<file path="config.mk">
export PLATFORM = sky130hd
export DESIGN_NAME = fb_write_arbiter_flat
export DESIGN_NICKNAME = d
export VERILOG_FILES = /design/src/rtl/fb_write_arbiter_pkg.sv /design/src/rtl/fb_write_arbiter_if.sv /design/src/rtl/fb_write_arbiter_clear_engine.sv /design/src/rtl/fb_write_arbiter.sv /design/src/flat_wrapper.sv
export SDC_FILE = /design/constraint.sdc
export NUM_CORES = 1
export LEC_CHECK = 0
export ABC_AREA = 0
export BUFFER_PORTS_ARGS = -buffer_cell sky130_fd_sc_hd__buf_2
export CAP_MARGIN = 10
export CORE_MARGIN = 4
export CORE_UTILIZATION = 50
export CTS_BUF_LIST = sky130_fd_sc_hd__clkbuf_8
export DETAILED_ROUTE_END_ITERATION = 8
export HOLD_SLACK_MARGIN = 0.15
export PLACE_DENSITY = 0.89
export SYNTH_ARGS = -nofsm -noshare
export SYNTH_HDL_FRONTEND = slang
export SYNTH_SLANG_ARGS = --single-unit
</file>
<file path="constraint.sdc">
create_clock -name ppu_clk -period 3.44 [get_ports ppu_clk]
set_clock_uncertainty 0.1 [all_clocks]
set_input_delay 0.516 -clock ppu_clk [delete_from_list [all_inputs] [get_ports ppu_clk]]
set_output_delay 0.516 -clock ppu_clk [all_outputs]
set_load 0.005 [all_outputs]
</file>
<file path="src/rtl/fb_write_arbiter_pkg.sv">
// Shared constants and types for the NES framebuffer write-port arbiter.
package fb_pkg;

  localparam int FB_W     = 256;
  localparam int FB_H     = 240;
  localparam int ADDR_W   = 16;
  localparam int FB_WORDS = 61440;
  localparam logic [ADDR_W-1:0] FB_LAST = 16'hEFFF;

  typedef enum logic [1:0] {
    CLR_IDLE,
    CLR_RUN,
    CLR_DONE
  } clear_state_t;

endpackage

</file>
<file path="src/rtl/fb_write_arbiter_if.sv">
// Bundles the PPU stream, host channel, clear control and framebuffer port A.
interface fb_write_arbiter_if;
  import fb_pkg::*;

  logic              ppu_valid;
  logic [9:0]        ppu_x;
  logic [9:0]        ppu_y;
  logic [7:0]        ppu_pixel;

  logic              host_valid;
  logic              host_ready;
  logic [ADDR_W-1:0] host_addr;
  logic [7:0]        host_data;
  logic              host_err;

  logic              clear_req;
  logic [7:0]        clear_color;
  logic              clear_busy;
  logic              clear_done;

  logic              fb_we;
  logic [ADDR_W-1:0] fb_addr;
  logic [7:0]        fb_din;

  modport slave (
    input  ppu_valid, ppu_x, ppu_y, ppu_pixel,
    input  host_valid, host_addr, host_data,
    input  clear_req, clear_color,
    output host_ready, host_err, clear_busy, clear_done,
    output fb_we, fb_addr, fb_din
  );

  modport master (
    output ppu_valid, ppu_x, ppu_y, ppu_pixel,
    output host_valid, host_addr, host_data,
    output clear_req, clear_color,
    input  host_ready, host_err, clear_busy, clear_done,
    input  fb_we, fb_addr, fb_din
  );

endinterface

</file>
<file path="src/rtl/fb_write_arbiter_clear_engine.sv">
// Full-frame clear sweeper: walks 0..FB_LAST with a latched colour whenever granted.
module fb_clear_engine
  import fb_pkg::*;
(
  input  logic              clk,
  input  logic              reset,
  input  logic              start,
  input  logic [7:0]        color,
  input  logic              grant,
  output logic              req,
  output logic [ADDR_W-1:0] addr,
  output logic [7:0]        data,
  output logic              busy,
  output logic              done
);

  clear_state_t      state_reg, state_next;
  logic [ADDR_W-1:0] cnt_reg;
  logic [7:0]        color_reg;

  always_ff @(posedge clk or negedge reset) begin
    if (!reset) begin
      state_reg <= CLR_IDLE;
    end else begin
      state_reg <= state_next;
    end
  end

  always_comb begin
    state_next = state_reg;
    case (state_reg)
      CLR_IDLE: if (start) state_next = CLR_RUN;
      CLR_RUN:  if (grant && cnt_reg == FB_LAST) state_next = CLR_DONE;
      CLR_DONE: state_next = CLR_IDLE;
      default:  state_next = CLR_IDLE;
    endcase
  end

  // The counter stops on FB_LAST so it never leaves the visible frame.
  always_ff @(posedge clk or negedge reset) begin
    if (!reset) begin
      cnt_reg   <= '0;
      color_reg <= '0;
    end else if (state_reg == CLR_IDLE && start) begin
      cnt_reg   <= '0;
      color_reg <= color;
    end else if (state_reg == CLR_RUN && grant && cnt_reg != FB_LAST) begin
      cnt_reg   <= cnt_reg + 1'b1;
    end
  end

  always_comb begin
    req  = (state_reg == CLR_RUN);
    busy = (state_reg == CLR_RUN);
    done = (state_reg == CLR_DONE);
    addr = cnt_reg;
    data = color_reg;
  end

endmodule

</file>
<file path="src/rtl/fb_write_arbiter.sv">
// Fixed-priority owner of framebuffer port A: PPU over host over clear, one registered write per cycle.
module fb_write_arbiter
  import fb_pkg::*;
(
  input  logic               ppu_clk,
  input  logic               reset,
  fb_write_arbiter_if.slave  bus
);

  logic              ppu_take;
  logic              host_ready_w;
  logic              host_fire;
  logic              host_in_range;
  logic              clr_req;
  logic              clr_grant;
  logic [ADDR_W-1:0] clr_addr;
  logic [7:0]        clr_data;
  logic              clr_busy;
  logic              clr_done;

  logic              fb_we_reg, fb_we_next;
  logic [ADDR_W-1:0] fb_addr_reg, fb_addr_next;
  logic [7:0]        fb_din_reg, fb_din_next;
  logic              host_err_reg, host_err_next;

  // Coordinates are range-checked at full width so x=261 cannot alias onto x=5.
  assign ppu_take      = bus.ppu_valid && (bus.ppu_x < 10'(FB_W)) && (bus.ppu_y < 10'(FB_H));
  assign host_ready_w  = reset & ~ppu_take;
  assign host_fire     = bus.host_valid & host_ready_w;
  assign host_in_range = (bus.host_addr < ADDR_W'(FB_WORDS));
  assign clr_grant     = clr_req & ~ppu_take & ~host_fire;

  fb_clear_engine u_clear (
    .clk   (ppu_clk),
    .reset (reset),
    .start (bus.clear_req),
    .color (bus.clear_color),
    .grant (clr_grant),
    .req   (clr_req),
    .addr  (clr_addr),
    .data  (clr_data),
    .busy  (clr_busy),
    .done  (clr_done)
  );

  always_comb begin
    fb_we_next    = 1'b0;
    fb_addr_next  = fb_addr_reg;
    fb_din_next   = fb_din_reg;
    host_err_next = 1'b0;
    if (ppu_take) begin
      fb_we_next   = 1'b1;
      fb_addr_next = {bus.ppu_y[7:0], bus.ppu_x[7:0]};
      fb_din_next  = bus.ppu_pixel;
    end else if (host_fire) begin
      if (host_in_range) begin
        fb_we_next   = 1'b1;
        fb_addr_next = bus.host_addr;
        fb_din_next  = bus.host_data;
      end else begin
        host_err_next = 1'b1;
      end
    end else if (clr_grant) begin
      fb_we_next   = 1'b1;
      fb_addr_next = clr_addr;
      fb_din_next  = clr_data;
    end
  end

  always_ff @(posedge ppu_clk or negedge reset) begin
    if (!reset) begin
      fb_we_reg    <= 1'b0;
      fb_addr_reg  <= '0;
      fb_din_reg   <= '0;
      host_err_reg <= 1'b0;
    end else begin
      fb_we_reg    <= fb_we_next;
      fb_addr_reg  <= fb_addr_next;
      fb_din_reg   <= fb_din_next;
      host_err_reg <= host_err_next;
    end
  end

  assign bus.host_ready = host_ready_w;
  assign bus.host_err   = host_err_reg;
  assign bus.clear_busy = clr_busy;
  assign bus.clear_done = clr_done;
  assign bus.fb_we      = fb_we_reg;
  assign bus.fb_addr    = fb_addr_reg;
  assign bus.fb_din     = fb_din_reg;

endmodule

</file>
<file path="src/flat_wrapper.sv">
// flat-port wrapper written by rule: the top's interface ports become plain ports
module fb_write_arbiter_flat import fb_pkg::*;
  (ppu_clk, reset, bus_ppu_valid, bus_ppu_x, bus_ppu_y, bus_ppu_pixel, bus_host_valid, bus_host_addr, bus_host_data, bus_clear_req, bus_clear_color, bus_host_ready, bus_host_err, bus_clear_busy, bus_clear_done, bus_fb_we, bus_fb_addr, bus_fb_din);
  fb_write_arbiter_if bus_i ();
  input  logic ppu_clk;
  input  logic reset;
  input wire logic [$bits(bus_i.ppu_valid)-1:0] bus_ppu_valid;
  input wire logic [$bits(bus_i.ppu_x)-1:0] bus_ppu_x;
  input wire logic [$bits(bus_i.ppu_y)-1:0] bus_ppu_y;
  input wire logic [$bits(bus_i.ppu_pixel)-1:0] bus_ppu_pixel;
  input wire logic [$bits(bus_i.host_valid)-1:0] bus_host_valid;
  input wire logic [$bits(bus_i.host_addr)-1:0] bus_host_addr;
  input wire logic [$bits(bus_i.host_data)-1:0] bus_host_data;
  input wire logic [$bits(bus_i.clear_req)-1:0] bus_clear_req;
  input wire logic [$bits(bus_i.clear_color)-1:0] bus_clear_color;
  output wire logic [$bits(bus_i.host_ready)-1:0] bus_host_ready;
  output wire logic [$bits(bus_i.host_err)-1:0] bus_host_err;
  output wire logic [$bits(bus_i.clear_busy)-1:0] bus_clear_busy;
  output wire logic [$bits(bus_i.clear_done)-1:0] bus_clear_done;
  output wire logic [$bits(bus_i.fb_we)-1:0] bus_fb_we;
  output wire logic [$bits(bus_i.fb_addr)-1:0] bus_fb_addr;
  output wire logic [$bits(bus_i.fb_din)-1:0] bus_fb_din;
  assign bus_i.ppu_valid = bus_ppu_valid;
  assign bus_i.ppu_x = bus_ppu_x;
  assign bus_i.ppu_y = bus_ppu_y;
  assign bus_i.ppu_pixel = bus_ppu_pixel;
  assign bus_i.host_valid = bus_host_valid;
  assign bus_i.host_addr = bus_host_addr;
  assign bus_i.host_data = bus_host_data;
  assign bus_i.clear_req = bus_clear_req;
  assign bus_i.clear_color = bus_clear_color;
  assign bus_host_ready = bus_i.host_ready;
  assign bus_host_err = bus_i.host_err;
  assign bus_clear_busy = bus_i.clear_busy;
  assign bus_clear_done = bus_i.clear_done;
  assign bus_fb_we = bus_i.fb_we;
  assign bus_fb_addr = bus_i.fb_addr;
  assign bus_fb_din = bus_i.fb_din;
  fb_write_arbiter u_core (.ppu_clk(ppu_clk), .reset(reset), .bus(bus_i));
endmodule
</file>
After elaboration in Yosys (flattened, before gate mapping)

Cells that the tools add are included.
Widths: inputs -> output; s select.

Bits in registers: 52
Input bits: 65
Logic and storage cells: 55

Add/sub/neg operators: 1
$lt $le $gt $ge: 3
Equality and inequality tests: 7
Muxes and demuxes: 20
Bitwise gates (word level): 6
Reduce and logical (&&, ||, !) cells: 11

Operator list:

| cell                  | number |
|---|---|
| $mux 16               | 6 |
| $mux 8                | 4 |
| $add 16x1->16 const B | 1 |
| $eq 16x16->1 const B  | 1 |
| $lt 16x16->1 const B  | 1 |
| $ne 16x16->1 const B  | 1 |
| $lt 10x8->1 const B   | 1 |
| $lt 10x9->1 const B   | 1 |
| $mux 1                | 7 |
| $logic_and 1x1->1     | 6 |
| $and 1x1->1           | 4 |
| $mux 2                | 2 |
| $ne 2x2->1 const B    | 2 |
| $pmux 2 s2            | 1 |
| $reduce_and 2->1      | 2 |
| $ne 3x2->1 const B    | 1 |
| $reduce_bool 3->1     | 1 |
| $eq 2x1->1 const B    | 1 |
| $eq 2x2->1 const B    | 1 |
| $logic_not 2->1       | 1 |
| $not 1->1             | 2 |
| $reduce_bool 2->1     | 1 |

Depth between registers and ports, before layout

Gate-level depths: netlist of run 1.

Depth in word-level cells: 12
Depth in mapped cells: 6
Gate-level depth less buffers: 5

Cells and area by module

Synthesis of run 1 repeated with hierarchy kept, for this count alone.

Cells, all modules: 247
Area total of the unflattened synthesis: 3019.1 um2

By module, submodules not included:

| module           | instances | cells an instance | area an instance (um2) |
|---|---|---|---|
| fb_write_arbiter | 1         | 115               | 1737.9 |
| fb_clear_engine  | 1         | 132               | 1281.2 |

Worst setup path after synthesis of run 1

Ideal clock, no wire load.

Path type: input to register
Start: input bus_ppu_x[9]
End: register u_core.u_clear.cnt_reg[5] (netlist: u_core.u_clear.addr[5])
Arrival: 1920 ps
Required time: 3221 ps
Setup slack: 1301 ps
Stages: 6
Path buffers: 2
Path through: or4_4 buf_6 o311ai_4 buf_6 nor4_1 o21a_1

Longest elaborated chain between the ends: 11
Elaborated cells on any way between the ends: 12

RTL lines:

| item                               | line                                           | source |
|---|---|---|
| start: declaration                 | flat_wrapper.sv:8                              | `input wire logic [$bits(bus_i.ppu_x)-1:0] bus_ppu_x;` |
| $lt 10x9->1 (*)                    | fb_write_arbiter.sv:27                         | `assign ppu_take = bus.ppu_valid && (bus.ppu_x < 10'(FB_W)) && (bus.ppu_y < 10'(FB_H));` |
| $logic_and 1x1->1 (*) (2 in a row) | fb_write_arbiter.sv:27                         |  |
| $not 1->1 (*)                      | fb_write_arbiter.sv:28, fb_write_arbiter.sv:31 |  |
| $and 1x1->1                        | fb_write_arbiter.sv:28                         | `assign host_ready_w = reset & ~ppu_take;` |
| $and 1x1->1                        | fb_write_arbiter.sv:29                         | `assign host_fire = bus.host_valid & host_ready_w;` |
| $not 1->1                          | fb_write_arbiter.sv:31                         | `assign clr_grant = clr_req & ~ppu_take & ~host_fire;` |
| $and 1x1->1 (*)                    | fb_write_arbiter.sv:31                         |  |
| $logic_and 1x1->1 (*) (2 in a row) | fb_write_arbiter_clear_engine.sv:47            | `end else if (state_reg == CLR_RUN && grant && cnt_reg != FB_LAST) begin` |
| $reduce_bool 2->1 (no line) (*)    | --                                             |  |
| end signal: assignment             | fb_write_arbiter_clear_engine.sv:48            | `cnt_reg <= cnt_reg + 1'b1;` |
| end: declaration                   | fb_write_arbiter_clear_engine.sv:18            | `logic [ADDR_W-1:0] cnt_reg;` |

Every way passes the cells marked *; elsewhere a longest branch is shown, timed or not.
A chain may end at the register's enable or synchronous reset.

Worst setup path after layout of run 1

Start: input bus_ppu_x[9]
End: register u_core.fb_addr_reg[8] (netlist: u_core.bus.fb_addr[8])

Longest elaborated chain between the ends: 10
Elaborated cells on any way between the ends: 14

RTL lines:

| item                               | line                                           | source |
|---|---|---|
| $lt 10x9->1 (*)                    | fb_write_arbiter.sv:27                         |  |
| $logic_and 1x1->1 (*) (2 in a row) | fb_write_arbiter.sv:27                         |  |
| $not 1->1                          | fb_write_arbiter.sv:28, fb_write_arbiter.sv:31 |  |
| $and 1x1->1                        | fb_write_arbiter.sv:28                         |  |
| $and 1x1->1                        | fb_write_arbiter.sv:29                         |  |
| $not 1->1                          | fb_write_arbiter.sv:31                         |  |
| $and 1x1->1                        | fb_write_arbiter.sv:31                         |  |
| $reduce_bool 3->1 (no line)        | --                                             |  |
| $reduce_and 2->1 (no line)         | --                                             |  |
| end signal: assignment             | fb_write_arbiter.sv:78                         | `fb_addr_reg <= fb_addr_next;` |
| end: declaration                   | fb_write_arbiter.sv:22                         | `logic [ADDR_W-1:0] fb_addr_reg, fb_addr_next;` |

Marked as above.

==> impl_summary.md, run 1 <==
Routing
The routed wirelength normalized by instance count is between 15 and 20 microns. The number of nets still failing antenna checks after routing is 0. Summing over every cut layer, the via total after detailed routing is 2,776. The final layout contains routed wiring with a total length of approximately 8600 microns. The total length of routed met3 wires is 593 microns. The DRC violation count after routing is 0. For this run, the detailed router's first-pass iteration total came to 5. For this block, the initial DRC count from the detailed router was approximately 260. Wire segments on met2 add up to about 4500 microns in the final route.

The length of routed wiring on met1 is 3325 microns. Dividing the detail-routed via count by the number of cells gives 6.155. The top layer reached by signal wires is met4.

Logic synthesis
By area the synthesized netlist is led by sky130_fd_sc_hd__dfrtp_1 (44%), sky130_fd_sc_hd__mux2i_1 (9.8%), sky130_fd_sc_hd__mux2_2 (8.7%), sky130_fd_sc_hd__nand4_1 (6.1%), sky130_fd_sc_hd__nand2_1 (4.5%). By count the netlist is led by sky130_fd_sc_hd__dfrtp_1 (52), sky130_fd_sc_hd__nand2_1 (36), sky130_fd_sc_hd__mux2i_1 (29), sky130_fd_sc_hd__nand4_1 (29), sky130_fd_sc_hd__mux2_2 (23). The multiplexer share of the synthesized area is 0.1883. In this run the mean area of a mapped cell was between 10 and 15 sq um. Of the total synthesized cell area, the portion taken by AND, OR, NAND and NOR gates is 0.2148. The main flop type after synthesis is sky130_fd_sc_hd__dfrtp_1. Yosys printed 0 warnings. In the post-synthesis netlist, the cell with the most instances is sky130_fd_sc_hd__dfrtp_1.

The area share of the largest cell type after synthesis is 0.4372. Counting every net in the synthesized netlist gives 358. Of the total synthesized cell area, the portion taken by XOR and XNOR cells is 0. The share of flip-flops with an asynchronous set or reset is 1.000. By area, the combinational part of the netlist is dominated by simple AND/OR/NAND/NOR gates. The compound-gate portion of the synthesized area came to 0.1148. The distinct cell type count of the synthesized netlist is 37. After synthesis the netlist holds a flip-flop and latch count of 52. The dominant cell type by area after synthesis is sky130_fd_sc_hd__dfrtp_1.

The number of enable-type register cells in the synthesized netlist is 0. The number of instances in the synthesized netlist is a little under 300. The proportion of synthesized chip area in sequential cells is 0.4372. The post-synthesis instance area is 2977 sq um.

Of the total synthesized cell area, the portion taken by full adders, half adders and majority gates is 0.004203.

Floorplan
The floorplan step set the die width to between 80 and 90 microns. The total die area is 7251 sq um. For this configuration, the core starts out at a cell density of 0.5276. The floorplan has 27 rows.

In this run the vertical extent of the chip is approximately 85 microns. The core region is between 5000 and 6000 sq um. 94 I/O pins were placed.

Timing
Setup repair after global routing left no endpoint under its margin. Setup violations remaining at the end of the flow were counted as 0. The transition time at the pin with the least slew margin is approximately 0.85 ns. The number of hold violations in the final report came to 0.

The total count of max-transition violations in the final report was 0. The final critical-path share of the clock period is 0.7109. The worst pin sits at a relative slew slack of 0.4324. The total negative slack for setup checks is 0 ns. The shortest period the worst path allows is approximately 2.4 ns. For this run, the top clock speed supported by timing is a little over 0.4 GHz.

Clock tree
The number of resized instances in the post-cts repair step is 0. The clock passes through at most 2 buffers. After clock tree synthesis, the clock-pin slew on the worst setup and hold paths is 0.10 ns. The buffer count from post-CTS setup fixing is 0. In this run, CTS created clock tree buffers numbering 5. The later pin in the worst-skew pair is clocked with a latency of between 0.3 and 0.4 ns. The sink count of the clock tree is 52. The quantity of hold-fixing buffers added after cts is 0.

The H-tree depth reported by CTS is 2. The tree is rooted in a sky130_fd_sc_hd__clkbuf_8. TritonCTS built the clock tree.

Critical path
At the worst endpoint, the arrival time is 2.55 ns. Along the worst path, the maximum fanout reaches 25. The setup slack of the most critical reg-to-reg path is around 1.3 ns. The critical path is of the primary input to flip-flop type. STA classifies the critical path endpoint as a flip-flop. The startpoint type of the worst setup path is a primary input. The worst flop-to-flop path startpoint is u_core.u_clear.addr[0]$_DFFE_PN0P_. The critical path data required time is roughly 3.5 ns. The first element of the critical path is bus_ppu_x[9].

Placed design
The HPWL after detailed placement is 6160 microns. The global placer's final weighted congestion is around 0.86. Port buffering added 93 buffers.

Status
The flow ran to the end, and the final reports show no timing, DRC or antenna violations.

Global route
The initial antenna violation count is 0. For this run, the total global-route usage over all layers was measured as 0.2356. The via count of the first global-routing pass was roughly 2.7k. Summed over all layers, the global routing overflow is 0. The wire length of the first global-routing pass is 13,500 microns.

The largest net degree at the start of global routing is 54.

Pwr
Power spread over the standard cell area amounts to roughly 470 nW/um^2. The sum of internal, switching and leakage power is roughly 1.7 mW. The analysis attributes to cell leakage a power of approximately 1.8 nW. The worst-case IR drop observed on VDD is approximately 0.00022 V.

Min path
The path category of the worst min-delay check is primary input to async pin.

Layout
The net count of the finished layout is ~440. The layout has around 460 filler cells. The repair_antennas step left the layout with diodes totalling 0. The synthesis-to-finish area growth is 20.55%.

In the final layout, the share of cells above drive strength 1 is 0.3852.

Flow run
Max-cap violations in this run came to 0.
-- path summary, 6_finish.rpt --
path,to,depth (start not counted)
max in group asynchronous,u_core.bus.fb_we$_DFF_PN0_,2
min in group ppu_clk,u_core.u_clear.data[1]$_DFFE_PN0P_,3
worst min-delay path,u_core.bus.fb_addr[6]$_DFFE_PN0P_,2
worst min register to register,u_core.bus.fb_addr[15]$_DFFE_PN0P_,1
worst max register to register,u_core.u_clear.addr[9]$_DFFE_PN0P_,6
worst max-delay path,u_core.bus.fb_addr[8]$_DFFE_PN0P_,5
-- per-stage QoR --
stage / instances / instance area (sq um) / util / hold slack, ns / setup WS (ns)
floorplan: 292 / 2977 / - / 0.1204 / 1.301
global placement: 442 / 3466 / 0.6143 / 0.3621 / 0.8416
detailed placement: 442 / 3466 / 0.6143 / 0.3744 / 0.7299
CTS: 450 / 3573 / 0.6334 / 0.2926 / 1.018
global route: 451 / 3588 / 0.6361 / 0.3060 / 0.8846
finish: 451 / 3588 / 0.6361 / 0.2841 / 0.9945
-- critical path, stage by stage --
cell and delay, ns:
sky130_fd_sc_hd__buf_2 0.11, sky130_fd_sc_hd__or4_4 0.61, sky130_fd_sc_hd__nor3_4 0.72, sky130_fd_sc_hd__o21ai_0 0.26, sky130_fd_sc_hd__mux2_2 0.32
-- per-layer routing --
metal | vias to the layer above | track usage
li1 | 1272 | -
met3 | 19 | 0.03981
met2 | 144 | 0.4117
met5 | - | 0
met1 | 1341 | 0.2873
met4 | 0 | 0.09496
-- cell type report --
| class | count | area [sq um] | share of cell area |
|---|---|---|---|
| clock buffers | 5 | 68.82 | 0.01918 |
| clock inverters | 3 | 38.79 | 0.01081 |
| flip-flops and latches | 52 | 1301 | 0.3626 |
| inverters | 1 | 3.754 | 0.001046 |
| multi-input cells | 218 | 1560 | 0.4348 |
| repair buffers | 100 | 525.5 | 0.1464 |
| well taps | 72 | 90.09 | 0.02510 |
-- cells in the final DEF, fill, tap and decap left out, types with 6 or more instances in the layout --
cell                      Yosys  routed
sky130_fd_sc_hd__buf_4        0       6
sky130_fd_sc_hd__nand4_1     29      29
sky130_fd_sc_hd__o21ai_0     21      21
sky130_fd_sc_hd__a21oi_1      6       6
sky130_fd_sc_hd__or4_1        6       6
sky130_fd_sc_hd__nand2_1     36      36
sky130_fd_sc_hd__mux2_2      23      23
sky130_fd_sc_hd__nand3_1     10      10
sky130_fd_sc_hd__o31ai_1      9       9
sky130_fd_sc_hd__dfrtp_1     52      52
sky130_fd_sc_hd__nor3_1       6       6
sky130_fd_sc_hd__mux2i_1     29      29
sky130_fd_sc_hd__buf_2        7      93
-- kinds of logic (layout without fill, tap and decap cells) --
logic type,count (synthesis),count (layout)
buf+inv,22,109
compound gates,50,50
mux,53,53
flops,52,52
fa+ha+maj,1,1
simple gates,114,114
-- where the power goes --
group | total [mW] | internal [mW] | switching (mW) | leakage, nW
Combinational | 0.430 | 0.212 | 0.217 | 1.03
Sequential | 0.841 | 0.735 | 0.107 | 0.671
Clock | 0.416 | 0.213 | 0.202 | 0.0593
Power figures use the tool's default switching activity.
==> run 2, diff against run 1 <==
- ABC_AREA: 0 -> 1
- PLACE_DENSITY: 0.89 -> 0.88
- clock period: 3.44 -> 2.25 ns (I/O delays scaled with it)
==> impl_summary.md, run 2 <==
Routing
The via count is 3,212. The pre-antenna-repair detailed-routing pass consisted of 6 iterations. After detailed routing, the average wire length per cell comes to about 14 microns. Using the TritonRoute via totals, the vias-per-cell ratio works out to about 5.4. The DRC violation count after routing is 0. The number of nets still failing antenna checks after routing is 0. The detailed router finished its first iteration with between 200 and 300 violations.

Summed over all layers, the routed wires come to approximately 8200 microns.

Status
The flow ran to the end, and the final reports show no timing, DRC or antenna violations.

Floorplan
The total die area is roughly 7600 sq um. For this design the top-level I/O count stands at 94. Row generation in the floorplan step produced 28 rows. The die is about 87 microns wide. The floorplan step set the die height to about 87 microns. The initial utilization of the core area, before any placement, comes to 0.5218.

The core region is approximately 6000 sq um.

Placed design
The total of buffers placed on input and output ports is 93. Once placement finished, the instance area stood at 3621 sq um. The HPWL after detailed placement is roughly 6000 microns.

The congestion estimate from routability-driven global placement came to 0.9127.

Layout
The final cell area excluding filler cells is roughly 3800 sq um. The fraction of final layout cells with drive strength greater than 1 is 0.2365. In the layout the commonest cells are sky130_fd_sc_hd__nand2_1 (149), sky130_fd_sc_hd__buf_2 (93), sky130_fd_sc_hd__nand3_1 (73), sky130_fd_sc_hd__dfrtp_1 (52), sky130_fd_sc_hd__nor2_1 (30). The multi-input logic area is around 1600 sq um.

The library cell used most frequently in the layout, excluding fill and tap cells, is sky130_fd_sc_hd__nand2_1. The register area is about 1300 sq um. Fill cells in the final layout number approximately 530.

Relative to the synthesized area, the layout overhead comes to 21.01%. At the end of the flow, the number of nets in the layout was roughly 590. The antenna diode count is 0.

Logic synthesis
Of all flip-flops after synthesis, the portion carrying an async set or reset was 1.000. The number of instances in the synthesized netlist is about 430. The Yosys step of the flow raised 0 warnings. The cell area that synthesis handed to floorplanning was about 3100 sq um. Each instance of the synthesized netlist takes up on average ~7.3 sq um. The synthesized design spends more area on one cell type than any other, namely sky130_fd_sc_hd__dfrtp_1. The most used flip-flop cell after synthesis is sky130_fd_sc_hd__dfrtp_1. The net count after synthesis is between 400 and 500. The netlist uses 29 different library cells. The proportion of synthesized chip area in sequential cells is 0.4138. In the post-synthesis netlist, the cell with the most instances is sky130_fd_sc_hd__nand2_1. The number of enable-type register cells in the synthesized netlist is 0.

The area share of the largest cell type after synthesis is 0.4138. By count the netlist is led by sky130_fd_sc_hd__nand2_1 (149), sky130_fd_sc_hd__nand3_1 (73), sky130_fd_sc_hd__dfrtp_1 (52), sky130_fd_sc_hd__nor2_1 (30), sky130_fd_sc_hd__nand4_1 (28). After synthesis the netlist holds a flip-flop and latch count of 52. By area the synthesized netlist is led by sky130_fd_sc_hd__dfrtp_1 (41%), sky130_fd_sc_hd__nand2_1 (18%), sky130_fd_sc_hd__nand3_1 (12%), sky130_fd_sc_hd__nand4_1 (5.6%), sky130_fd_sc_hd__or2_0 (4.2%).

Critical path
For this design, the slowest cell found on the critical path is sky130_fd_sc_hd__dlygate4sd3_1. Of all nets on the critical path, the largest fanout is 26. For the worst setup path, the data arrival time is 2.06 ns. In this design, the stage delay of the slowest critical-path cell is 0.52 ns. Data on the critical path is required at its endpoint by about 2.4 ns. The worst setup path is of the primary input to flip-flop kind.

Walking the worst path, the cells encountered are dlygate4sd3_1 -> buf_2 -> inv_1 -> o211ai_2 -> nand2_4 -> inv_4 -> nand3_1 -> nand2_1. STA classifies the critical path startpoint as a primary input. STA classifies the critical path endpoint as a flip-flop.

Timing
The final critical-path share of the clock period is 0.8526. The transition time at the pin with the least slew margin is approximately 0.36 ns. The shortest period the worst path allows is about 1.9 ns.

Headroom to the max-slew limit came out at 0.7596. After routing, the total negative slack on setup checks comes to 0 ns. For this run, the top clock speed supported by timing is ~0.52 GHz. Setup violations remaining at the end of the flow were counted as 0. The total count of max-transition violations in the final report is 0. The number of hold violations in the final report is 0. Setup repair after global routing left no endpoint under its margin.

Clock tree
Clock-pin slew was measured on the worst setup and hold paths at 0.09 ns. TritonCTS built the clock tree. CTS built an H-tree with a depth of 2. The clock latency at the later pin of the worst-skew pair is around 0.3 ns. The clock passes through at most 2 buffers. The sink count of the clock tree is 52.

Buffers inserted during clock tree synthesis total 5. The root buffer cell is sky130_fd_sc_hd__clkbuf_8. In this run, post-CTS repair resized a total of 0 instances.

Global route
The first global-routing pass estimated between 10,000 and 15,000 microns of wire. The total overflow left after global routing is 0. The overall fraction of global-route tracks in use is 0.2241. The initial antenna violation count is 0.

Entering global routing, the biggest net connects 75 pins. The via count of the first global-routing pass is between 3k and 4k.

Pwr
Dividing total power by cell area gives a power density of slightly below 700 nW/um^2. The peak supply drop is slightly above 0.0005 V. The static leakage is ~2.1 nW.

Min path
The tightest min-delay check is of the primary input to flip-flop type.

Flow run
The total of max-cap violations is 0.
-- run 2: logic make-up after synthesis --
kind of cell    count (synthesis)  synth area share
simple gates                  316            0.4700
fa+ha+maj                       1          0.003979
xor+xnor                       12           0.03343
flops                          52            0.4138
compound gates                  3          0.007159
buf+inv                        45           0.07163
-- run 2: worst max-delay path, delay by kind of cell --
kind,cells,cell delay (ns)
compound gates,1,0.22
buf+inv,4,1.09
simple gates,3,0.41
-- run 2: cell type report --
class                           count  share of cell area
Sequential cell                    52              0.3420
Tap cell                           75             0.02466
Clock buffer                        6             0.02170
Clock inverter                      2            0.002960
Multi-Input combinational cell    332              0.4252
Inverter                           18             0.01841
Timing Repair Buffer              110              0.1651
-- run 2: per-stage QoR --
stage | power, mW | utilization | instances | hold slack [ns] | setup WS [ns]
floorplan | 1.749 | - | 429 | -0.05809 | 0.6775
global placement | 2.016 | 0.6009 | 578 | 0.08177 | 0.3698
detailed placement | 2.041 | 0.6009 | 578 | 0.08539 | 0.3270
CTS | 2.611 | 0.6314 | 595 | 0.2422 | 0.3336
global route | 2.795 | 0.6314 | 595 | 0.2505 | 0.1730
finish | 2.599 | 0.6314 | 595 | 0.2506 | 0.3316
-- run 2: per-layer routing --
layer / vias to the layer above / wire length, microns / track usage
met4: 0 / 183 / 0.07671
met3: 17 / 595 / 0.02365
met5: - / 0 / 0
met1: 1502 / 3506 / 0.3093
met2: 124 / 3867 / 0.3658
li1: 1569 / - / -
-- run 2: power by group --
group	internal [mW]	switching, mW	leakage [nW]
registers	1.14	0.173	0.674
logic	0.316	0.418	1.36
clock network	0.246	0.304	0.0486
-- run 2: what timing repair did --
item	4_1_cts	5_1_grt
setup buffers	0	0
endpoints found under the hold margin	60	0
hold buffers	9	0
-- run 2: path summary, 6_finish.rpt --
kind	startpoint	to	slack [ns]	depth (start not counted)
setup / recovery	reset	u_core.bus.fb_addr[12]$_DFFE_PN0P_	0.33	8
hold / removal	bus_ppu_pixel[5]	u_core.bus.fb_din[5]$_DFFE_PN0P_	0.25	4
setup reg to reg	u_core.u_clear.addr[0]$_DFFE_PN0P_	u_core.u_clear.addr[4]$_DFFE_PN0P_	0.36	8
hold reg to reg	u_core.u_clear.data[3]$_DFFE_PN0P_	u_core.u_clear.data[3]$_DFFE_PN0P_	0.38	2
max in group asynchronous	reset	u_core.u_clear.addr[4]$_DFFE_PN0P_	1.14	3
min in group asynchronous	reset	u_core.bus.fb_din[4]$_DFFE_PN0P_	0.30	2
==> run 3, diff against run 2 <==
- ABC_AREA: 1 -> 0
- PLACE_DENSITY: 0.88 -> 0.89
==> impl_summary.md, run 3 (synthesis results as in run 1) <==
Routing
For this block, the initial DRC count from the detailed router was around 310. For this run, the detailed router's first-pass iteration total came to 5. After detailed routing, the number of remaining DRC violations is 0. The routed wirelength normalized by instance count is 19.24 microns. Detailed routing inserted a total of approximately 3.0k vias. The via density per instance is 6.337. The count of nets left with antenna violations once routing finished came out at 0. The final layout contains routed wiring with a total length of 9079 microns.

Timing
The number of hold violations in the final report is 0. The shortest period the worst path allows is 2.164 ns. Dividing the final minimum period by the clock period gives 0.9616. The total negative slack for setup checks is 0 ns. Setup violations remaining at the end of the flow were counted as 0. The total count of max-transition violations in the final report is 0.

At the pin with the least slew margin, the transition time is 0.4587 ns. The highest clock frequency the design can meet is approximately 0.46 GHz. Hold timing on the final database bottoms out at a slack of approximately 0.25 ns.

The minimum setup slack in the final design is 0.08646 ns. Headroom to the max-slew limit came out at 0.6942. Setup repair after global routing left no endpoint under its margin.

Global route
The initial antenna violation count came to 0. The wire length of the first global-routing pass is about 15,000 microns. The total overflow left after global routing is 0.

The via count of the first global-routing pass is 2,972. For this run, the total global-route usage over all layers was measured as 0.2484. Entering global routing, the biggest net connects 35 pins.

Clock tree
The root buffer cell is sky130_fd_sc_hd__clkbuf_8. The sink count of the clock tree is 52. After clock tree synthesis, the setup repair step added 0 buffers.

The clock passes through at most 2 buffers. The total clock buffers created by CTS is 5. TritonCTS built the clock tree. After clock tree synthesis, the clock-pin slew on the worst setup and hold paths is about 0.10 ns. In this run the number of H-tree levels came out at 2. Clock latency on the worst-skew pair, taken at its later pin, is approximately 0.31 ns.

Critical path
The critical path data required time is about 2.4 ns. The worst setup path is of the primary input to flip-flop kind. The setup check on the worst reg-to-reg path leaves a slack of approximately 0.19 ns. STA classifies the critical path startpoint as a primary input. Of all nets on the critical path, the largest fanout is 20. The worst path arrival time is about 2.3 ns.

The worst register-to-register path begins at u_core.u_clear.addr[0]$_DFFE_PN0P_. The kind of capture point of the worst setup path is a flip-flop. The critical path starts at reset.

Flow run
The tool flagged a number of max-cap violations equal to 0.

Min path
The hold path startpoint is bus_host_addr[15]. The path category of the worst min-delay check is primary input to flip-flop.

Status
The flow ran to the end, and the final reports show no timing, DRC or antenna violations.

Floorplan
In this run the vertical extent of the chip is 85.16 microns. The die covers between 7000 and 8000 sq um. The floorplan step set the die width to approximately 85 microns. The number of rows in the core area is 27. The starting density of the core is 0.5276. During I/O placement, the number of pins put on the boundary was 94.

The placeable core region is about 5600 sq um.

Layout
The fraction of final layout cells with drive strength greater than 1 is 0.3950. Leaving out fill and tap cells, the most frequent cells in the layout are sky130_fd_sc_hd__buf_2 (93), sky130_fd_sc_hd__dfrtp_1 (52), sky130_fd_sc_hd__nand2_1 (35), sky130_fd_sc_hd__nand4_1 (29), sky130_fd_sc_hd__mux2i_1 (29). For this run, the number of standard cells in the final layout without fillers is 472. The number of antenna diodes in the final layout is 0. The leading cell type in the layout, fill and taps excluded is sky130_fd_sc_hd__buf_2.

The synthesis-to-finish area growth is 27.74%. The end-of-flow core utilization is 0.6740. For this run, the post-layout net count is approximately 470. After routing the design area is 3802 sq um.

Placed design
At the end of routability-driven placement, the weighted congestion stood at 0.8847. The post-placement cell area is 3586 sq um. Timing analysis after detailed placement gives a worst setup slack of 0.1628 ns. Input and output buffers added on the ports amount to 93. The wire-length estimate of the detail-placed layout is around 6300 microns.

The number of cells in the design after placement is ~450.

Pwr
The analysis attributes to cell leakage a power of 1.860 nW. Power comes to around 2.6 mW. Dividing total power by cell area gives a power density of ~670 nW/um^2. The peak supply drop is between 0.0003 and 0.0004 V.
[run 3: final timing paths]
| path | endpoint | depth (start not counted) |
|---|---|---|
| min reg2reg | u_core.bus.fb_addr[15]$_DFFE_PN0P_ | 1 |
| min | u_core.bus.host_err$_DFF_PN0_ | 3 |
| min in group asynchronous | u_core.u_clear.addr[12]$_DFFE_PN0P_ | 2 |
| max in group asynchronous | u_core.bus.fb_din[1]$_DFFE_PN0P_ | 4 |
| max reg2reg | u_core.u_clear.addr[8]$_DFFE_PN0P_ | 6 |
| max | u_core.bus.fb_addr[6]$_DFFE_PN0P_ | 7 |
[run 3: critical path, cell delays in order]
cell	delay (ns)
sky130_fd_sc_hd__dlygate4sd3_1	0.52
sky130_fd_sc_hd__buf_2	0.19
sky130_fd_sc_hd__and2_1	0.22
sky130_fd_sc_hd__nor2_1	0.08
sky130_fd_sc_hd__o21ai_2	0.34
sky130_fd_sc_hd__buf_12	0.22
sky130_fd_sc_hd__mux2_2	0.35
[run 3: final cells by class]
type                    count  area (sq um)
fillers                   396          1839
repair buffers            121         750.7
multi-input cells         218          1563
clock inverters             2         11.26
well taps                  72         90.09
inverters                   1         3.754
clock buffers               6         82.58
flip-flops and latches     52          1301
[run 3: layer usage]
layer,vias up,GRT usage,wire [microns]
met5,-,0,0
met4,0,0.1209,364
met3,36,0.04757,759
met2,197,0.4061,4471
met1,1432,0.3150,3485
li1,1326,-,-
[run 3: report_power, final]
| part | internal, mW | leakage, nW | switching [mW] |
|---|---|---|---|
| Sequential | 1.12 | 0.671 | 0.162 |
| Combinational | 0.357 | 1.14 | 0.349 |
| Clock | 0.246 | 0.0486 | 0.317 |
| Total | 1.73 | 1.86 | 0.828 |
[run 3: repair_timing]
action	CTS	global route
endpoints found under the setup margin	0	2
endpoints found under the hold margin	49	0
hold buffers	11	0
resized for setup	0	1
